--- src/rtl/decoder_nto2n_stream_if.sv ---
// decoder_nto2n_stream_if: valid/ready bundle between code producer, decoder and one-hot consumer
interface decoder_nto2n_stream_if #(
  parameter int IN_W = 4
);
  localparam int OUT_W = 2 ** IN_W;
  logic en;
  logic mode;
  logic in_valid;
  logic in_ready;
  logic [IN_W-1:0] in;
  logic out_valid;
  logic out_ready;
  logic [OUT_W-1:0] out;
  logic scan_wrap;
  modport master (
    output en, mode, in_valid, in, out_ready,
    input in_ready, out_valid, out, scan_wrap
  );
  modport slave (
    input en, mode, in_valid, in, out_ready,
    output in_ready, out_valid, out, scan_wrap
  );
endinterface

--- src/rtl/decoder_nto2n_stream.sv ---
// decoder_nto2n_stream: registered IN_W-to-2^IN_W one-hot decoder on a valid/ready stream; auto-scan under DECODER_SCAN_EN
module decoder_nto2n_stream #(
  parameter int IN_W = 4,
  parameter int SCAN_STEP = 1
) (
  input logic clk,
  input logic rst,
  decoder_nto2n_stream_if.slave s
);
  localparam int OUT_W = 2 ** IN_W;
  localparam logic [1:0] IDLE = 2'd0;
  localparam logic [1:0] DEC = 2'd1;
  logic [1:0] state;
  logic [OUT_W-1:0] word;
  logic slot_free;
  logic scan_mode;
  logic dec_load;
  assign slot_free = state == IDLE || s.out_ready;
  assign s.in_ready = !scan_mode && slot_free;
  assign dec_load = s.in_valid && s.in_ready;
  assign s.out_valid = state != IDLE;
  assign s.out = word;
`ifdef DECODER_SCAN_EN
  localparam logic [1:0] SCAN = 2'd2;
  logic [IN_W-1:0] idx;
  logic [IN_W-1:0] idx_next;
  logic [IN_W:0] idx_sum;
  logic prev_scan;
  logic wrap;
  logic scan_load;
  assign scan_mode = s.mode;
  assign scan_load = s.mode && s.en && slot_free;
  assign idx_sum = {1'b0, idx} + (IN_W + 1)'(SCAN_STEP);
  // prev_scan survives a pause so the sweep resumes one step further on
  assign idx_next = prev_scan ? idx_sum[IN_W-1:0] : idx;
  assign s.scan_wrap = wrap;
  always_ff @(posedge clk)
    if (rst) begin
      state <= IDLE;
      word <= '0;
      idx <= '0;
      prev_scan <= 1'b0;
      wrap <= 1'b0;
    end else begin
      wrap <= 1'b0;
      if (dec_load) begin
        state <= DEC;
        word <= s.en ? OUT_W'(1) << s.in : '0;
        idx <= '0;
        prev_scan <= 1'b0;
      end else if (scan_load) begin
        state <= SCAN;
        word <= OUT_W'(1) << idx_next;
        idx <= idx_next;
        prev_scan <= 1'b1;
        wrap <= prev_scan && idx_sum[IN_W];
      end else if (slot_free) begin
        state <= IDLE;
        word <= '0;
      end
    end
`else
  assign scan_mode = 1'b0;
  assign s.scan_wrap = 1'b0;
  always_ff @(posedge clk)
    if (rst) begin
      state <= IDLE;
      word <= '0;
    end else if (dec_load) begin
      state <= DEC;
      word <= s.en ? OUT_W'(1) << s.in : '0;
    end else if (slot_free) begin
      state <= IDLE;
      word <= '0;
    end
`endif
endmodule

--- src/flat_wrapper.sv ---
// flat-port wrapper written by rule: the top's interface ports become plain ports
module decoder_nto2n_stream_flat 
#(
  parameter int IN_W = 4,
  parameter int SCAN_STEP = 1
)
  (clk, rst, s_en, s_mode, s_in_valid, s_in, s_out_ready, s_in_ready, s_out_valid, s_out, s_scan_wrap);
  decoder_nto2n_stream_if #(.IN_W(IN_W)) s_i ();
  input logic clk;
  input logic rst;
  input wire logic [$bits(s_i.en)-1:0] s_en;
  input wire logic [$bits(s_i.mode)-1:0] s_mode;
  input wire logic [$bits(s_i.in_valid)-1:0] s_in_valid;
  input wire logic [$bits(s_i.in)-1:0] s_in;
  input wire logic [$bits(s_i.out_ready)-1:0] s_out_ready;
  output wire logic [$bits(s_i.in_ready)-1:0] s_in_ready;
  output wire logic [$bits(s_i.out_valid)-1:0] s_out_valid;
  output wire logic [$bits(s_i.out)-1:0] s_out;
  output wire logic [$bits(s_i.scan_wrap)-1:0] s_scan_wrap;
  assign s_i.en = s_en;
  assign s_i.mode = s_mode;
  assign s_i.in_valid = s_in_valid;
  assign s_i.in = s_in;
  assign s_i.out_ready = s_out_ready;
  assign s_in_ready = s_i.in_ready;
  assign s_out_valid = s_i.out_valid;
  assign s_out = s_i.out;
  assign s_scan_wrap = s_i.scan_wrap;
  decoder_nto2n_stream #(.IN_W(IN_W), .SCAN_STEP(SCAN_STEP)) u_core (.clk(clk), .rst(rst), .s(s_i));
endmodule
--- config.mk ---
export PLATFORM = sky130hd
export DESIGN_NAME = decoder_nto2n_stream_flat
export DESIGN_NICKNAME = d
export VERILOG_FILES = /design/src/rtl/decoder_nto2n_stream_if.sv /design/src/rtl/decoder_nto2n_stream.sv /design/src/flat_wrapper.sv
export SDC_FILE = /design/constraint.sdc
export NUM_CORES = 1
export LEC_CHECK = 0
export ABC_AREA = 0
export BUFFER_PORTS_ARGS = -buffer_cell sky130_fd_sc_hd__buf_2
export CAP_MARGIN = 20
export CORE_MARGIN = 2
export CORE_UTILIZATION = 51
export CTS_CLUSTER_DIAMETER = 50
export CTS_CLUSTER_SIZE = 24
export DETAILED_ROUTE_END_ITERATION = 10
export PLACE_DENSITY = 0.84
export SYNTH_ARGS = -nofsm -noshare
export SYNTH_HDL_FRONTEND = slang
export SYNTH_SLANG_ARGS = --single-unit
export TNS_END_PERCENT = 30
--- constraint.sdc ---
create_clock -name clk -period 2.45 [get_ports clk]
set_clock_uncertainty 0.15 [all_clocks]
set_input_delay 0.1225 -clock clk [delete_from_list [all_inputs] [get_ports clk]]
set_output_delay 0.1225 -clock clk [all_outputs]
set_load 0.01 [all_outputs]
==> impl_metrics.tcl <==
set metrics [dict create \
    fp.dieW_um 44.79 \
    antenna_found_initial 0 \
    dr.max_layer_used "met4" \
    synthTopCellsByArea "dfxtp_1 40%, a21oi_1 9.4%, nand2_1 7.1%" \
    initial_core_util_pct 55.03 \
    critPathCaptureType "output pin" \
    cp.arrival_ns 1.42 \
    post_cts_resized 0 \
    ys_types 22 \
    cts-root-buf "clkbuf_4" \
    fin_hold_ws_ns 0.02510 \
    synth_top_area_share_pct 40.12 \
    portBuffers 26 \
    crit_type "reg -> out" \
    wl_mm 1.515 \
    wl_per_cell_um 11.74 \
    drt-met1-wl_um 702 \
    final.setup.tns_ns 0 \
    via_count 726 \
    pre_cts_slack_ns 1.032 \
    dp_hpwl_mm 1.040 \
    wl_met3_um 63 \
    overflow 0 \
    numCtsBuffers 3 \
    period_minus_slack_ns 1.694 \
    ant_nets 0 \
    vias_per_cell 5.628 \
    synth-seq-cells 17 \
    post-cts-setup-buffer-count 0 \
    slew_viol_final 0 \
    cts_tree "built" \
    rsz0062_at_grt "no" \
    sequentialPowerShare_pct 57.6 \
    fillCellCount 154 \
    required_ns 2.18 \
    fp-row-count 14 \
    setup_viol 0 \
    cp-start-kind "flop" \
    powerDensity_mw_per_mm2 520.2 \
    p_leak_uw 0.0003790 \
    final_common_cell "buf_2" \
    cts_max_level 1 \
    hold_violations 0 \
    synth-async-reset-ratio_pct 0 \
    crit_fanout 18 \
    comb_power_share_pct 10.8 \
    holdBufCountCts 1 \
    grt_usage_pct 15.79 \
    worstMarginPinSlew_ns 0.5152 \
    status "finished, final reports clean" \
    relSlewSlack_pct 65.65 \
    synth-edff-count 0 \
    yosys_warnings 0 \
    core_region_area_mm2 0.001541 \
    cts_sinks 17 \
    yosysTopAreaCell "dfxtp_1" \
    dpl_cell_area_um2 897.1 \
    clk_latency_ns 0.29 \
    hold_path.class "in -> reg" \
    dominantRegCellSynth "dfxtp_1" \
    drive_gt1_share_pct 33.63 \
    max_cap_violations 0 \
    wl_met2_um 698 \
    gp_congestion 0.6938 \
    switching_power_uw 123.8 \
    grt_pass1_wl_mm 2.263 \
    period_share_pct 69.14 \
    finalWorstSetupSlack_ns 0.7560 \
    syn_avg_cell_area_um2 9.025 \
    cts_buffer_depth 2 \
    seq_area_frac_synth_pct 40.12 \
    grt_max_degree 19 \
    drt_iter0_markers 6 \
    final_cell_area_um2 933.4 \
    p_int_uw 361.8 \
    syn_area_um2 848.3 \
    postSynthCellCount 94 \
    die-area_mm2 0.002006 \
    final_cell_mix "26 x buf_2, 17 x dfxtp_1, 16 x nand2_1, 16 x a21oi_1, 6 x nand3_1" \
    die_h_um 44.79 \
    final_nets 124 \
    max_freq_mhz 590.3 \
    syn_to_final_growth_pct 10.03 \
    drc 0 \
    p_clk_share_pct 31.5 \
    final_util_pct 60.55 \
    ir_worst_vdd_v 0.0002951 \
    antennaDiodeCount 0 \
    grt_pass1_vias 538 \
    ios 29 \
    p_sw_share_pct 25.49 \
    syn-num-nets 104 \
    first_pass_iters 4 \
    cts.clk_slew.worst_paths_ns 0.10 \
]
## worst max-delay path, cell delays in order, from the launching register on
cell      delay (ns)
dfxtp_1         0.33
nor2b_4         0.39
clkinv_4        0.21
buf_2           0.19
## area by class of cell
class                   count  area, µm²  area share, %
multi-input cells          64      397.9          42.63
flip-flops and latches     17      340.3          36.46
repair buffers             27      140.1          15.01
clock buffers               4      26.28          2.815
well taps                  16      20.02          2.145
inverters                   1      8.758         0.9383
## cell families (layout without fill, tap and decap cells)
group                  count (synthesis)  count (layout)  share of synthesized area, %
and+or+nand+nor                       47              47                         37.02
DFF                                   17              17                         40.12
buffers and inverters                 13              32                         12.98
other                                  1               1                        0.4421
AOI/OAI and AO/OA                     16              16                         9.440
## sequential cells by signal, summed over array words and instances (netlist names)
name and flops:
u_core.state 1, u_core.s.out 16
## power groups by stage
stage | clock, µW | combinational [µW] | sequential (µW)
floorplan | 0 | 47.9 | 288
global placement | 0 | 49.8 | 286
detailed placement | 0 | 51.1 | 286
CTS | 153 | 52.5 | 280
global route | 165 | 57.7 | 280
finish | 153 | 52.7 | 280
## per-stage QoR
| stage | std cells | power [µW] |
|---|---|---|
| finish | 129 | 485.5 |
| global route | 129 | 502.7 |
| CTS | 129 | 485.6 |
| detailed placement | 124 | 337.3 |
| global placement | 124 | 336.1 |
| floorplan | 94 | 335.6 |
## layer usage
| layer | vias to the layer above | global-route usage [%] |
|---|---|---|
| met5 | - | 0 |
| met4 | 0 | 12.35 |
| met3 | 5 | 3.600 |
| met2 | 18 | 22.03 |
| met1 | 337 | 20.84 |
| li1 | 366 | - |
## synth_stat cells (all sizes together), types with 2 or more instances
library cell	instances
buf	11
nor2	2
nor3b	3
nand3	6
dfxtp	17
nand4	5
and4bb	3
and4b	3
nand4b	5
a21oi	16
nand2	16
## worst paths after layout
path / from / endpoint / slack (ns) / depth (start not counted)
setup / recovery: u_core.state[0]$_SDFFE_PP0P_ / s_in_ready / 0.76 / 3
hold / removal: s_out_ready / u_core.s.out[1]$_SDFFE_PP0P_ / 0.03 / 4
setup reg to reg: u_core.state[0]$_SDFFE_PP0P_ / u_core.s.out[15]$_SDFFE_PP0P_ / 1.03 / 4
hold reg to reg: u_core.s.out[8]$_SDFFE_PP0P_ / u_core.s.out[8]$_SDFFE_PP0P_ / 0.30 / 2
Note: power is estimated with default switching activity, not from simulation.
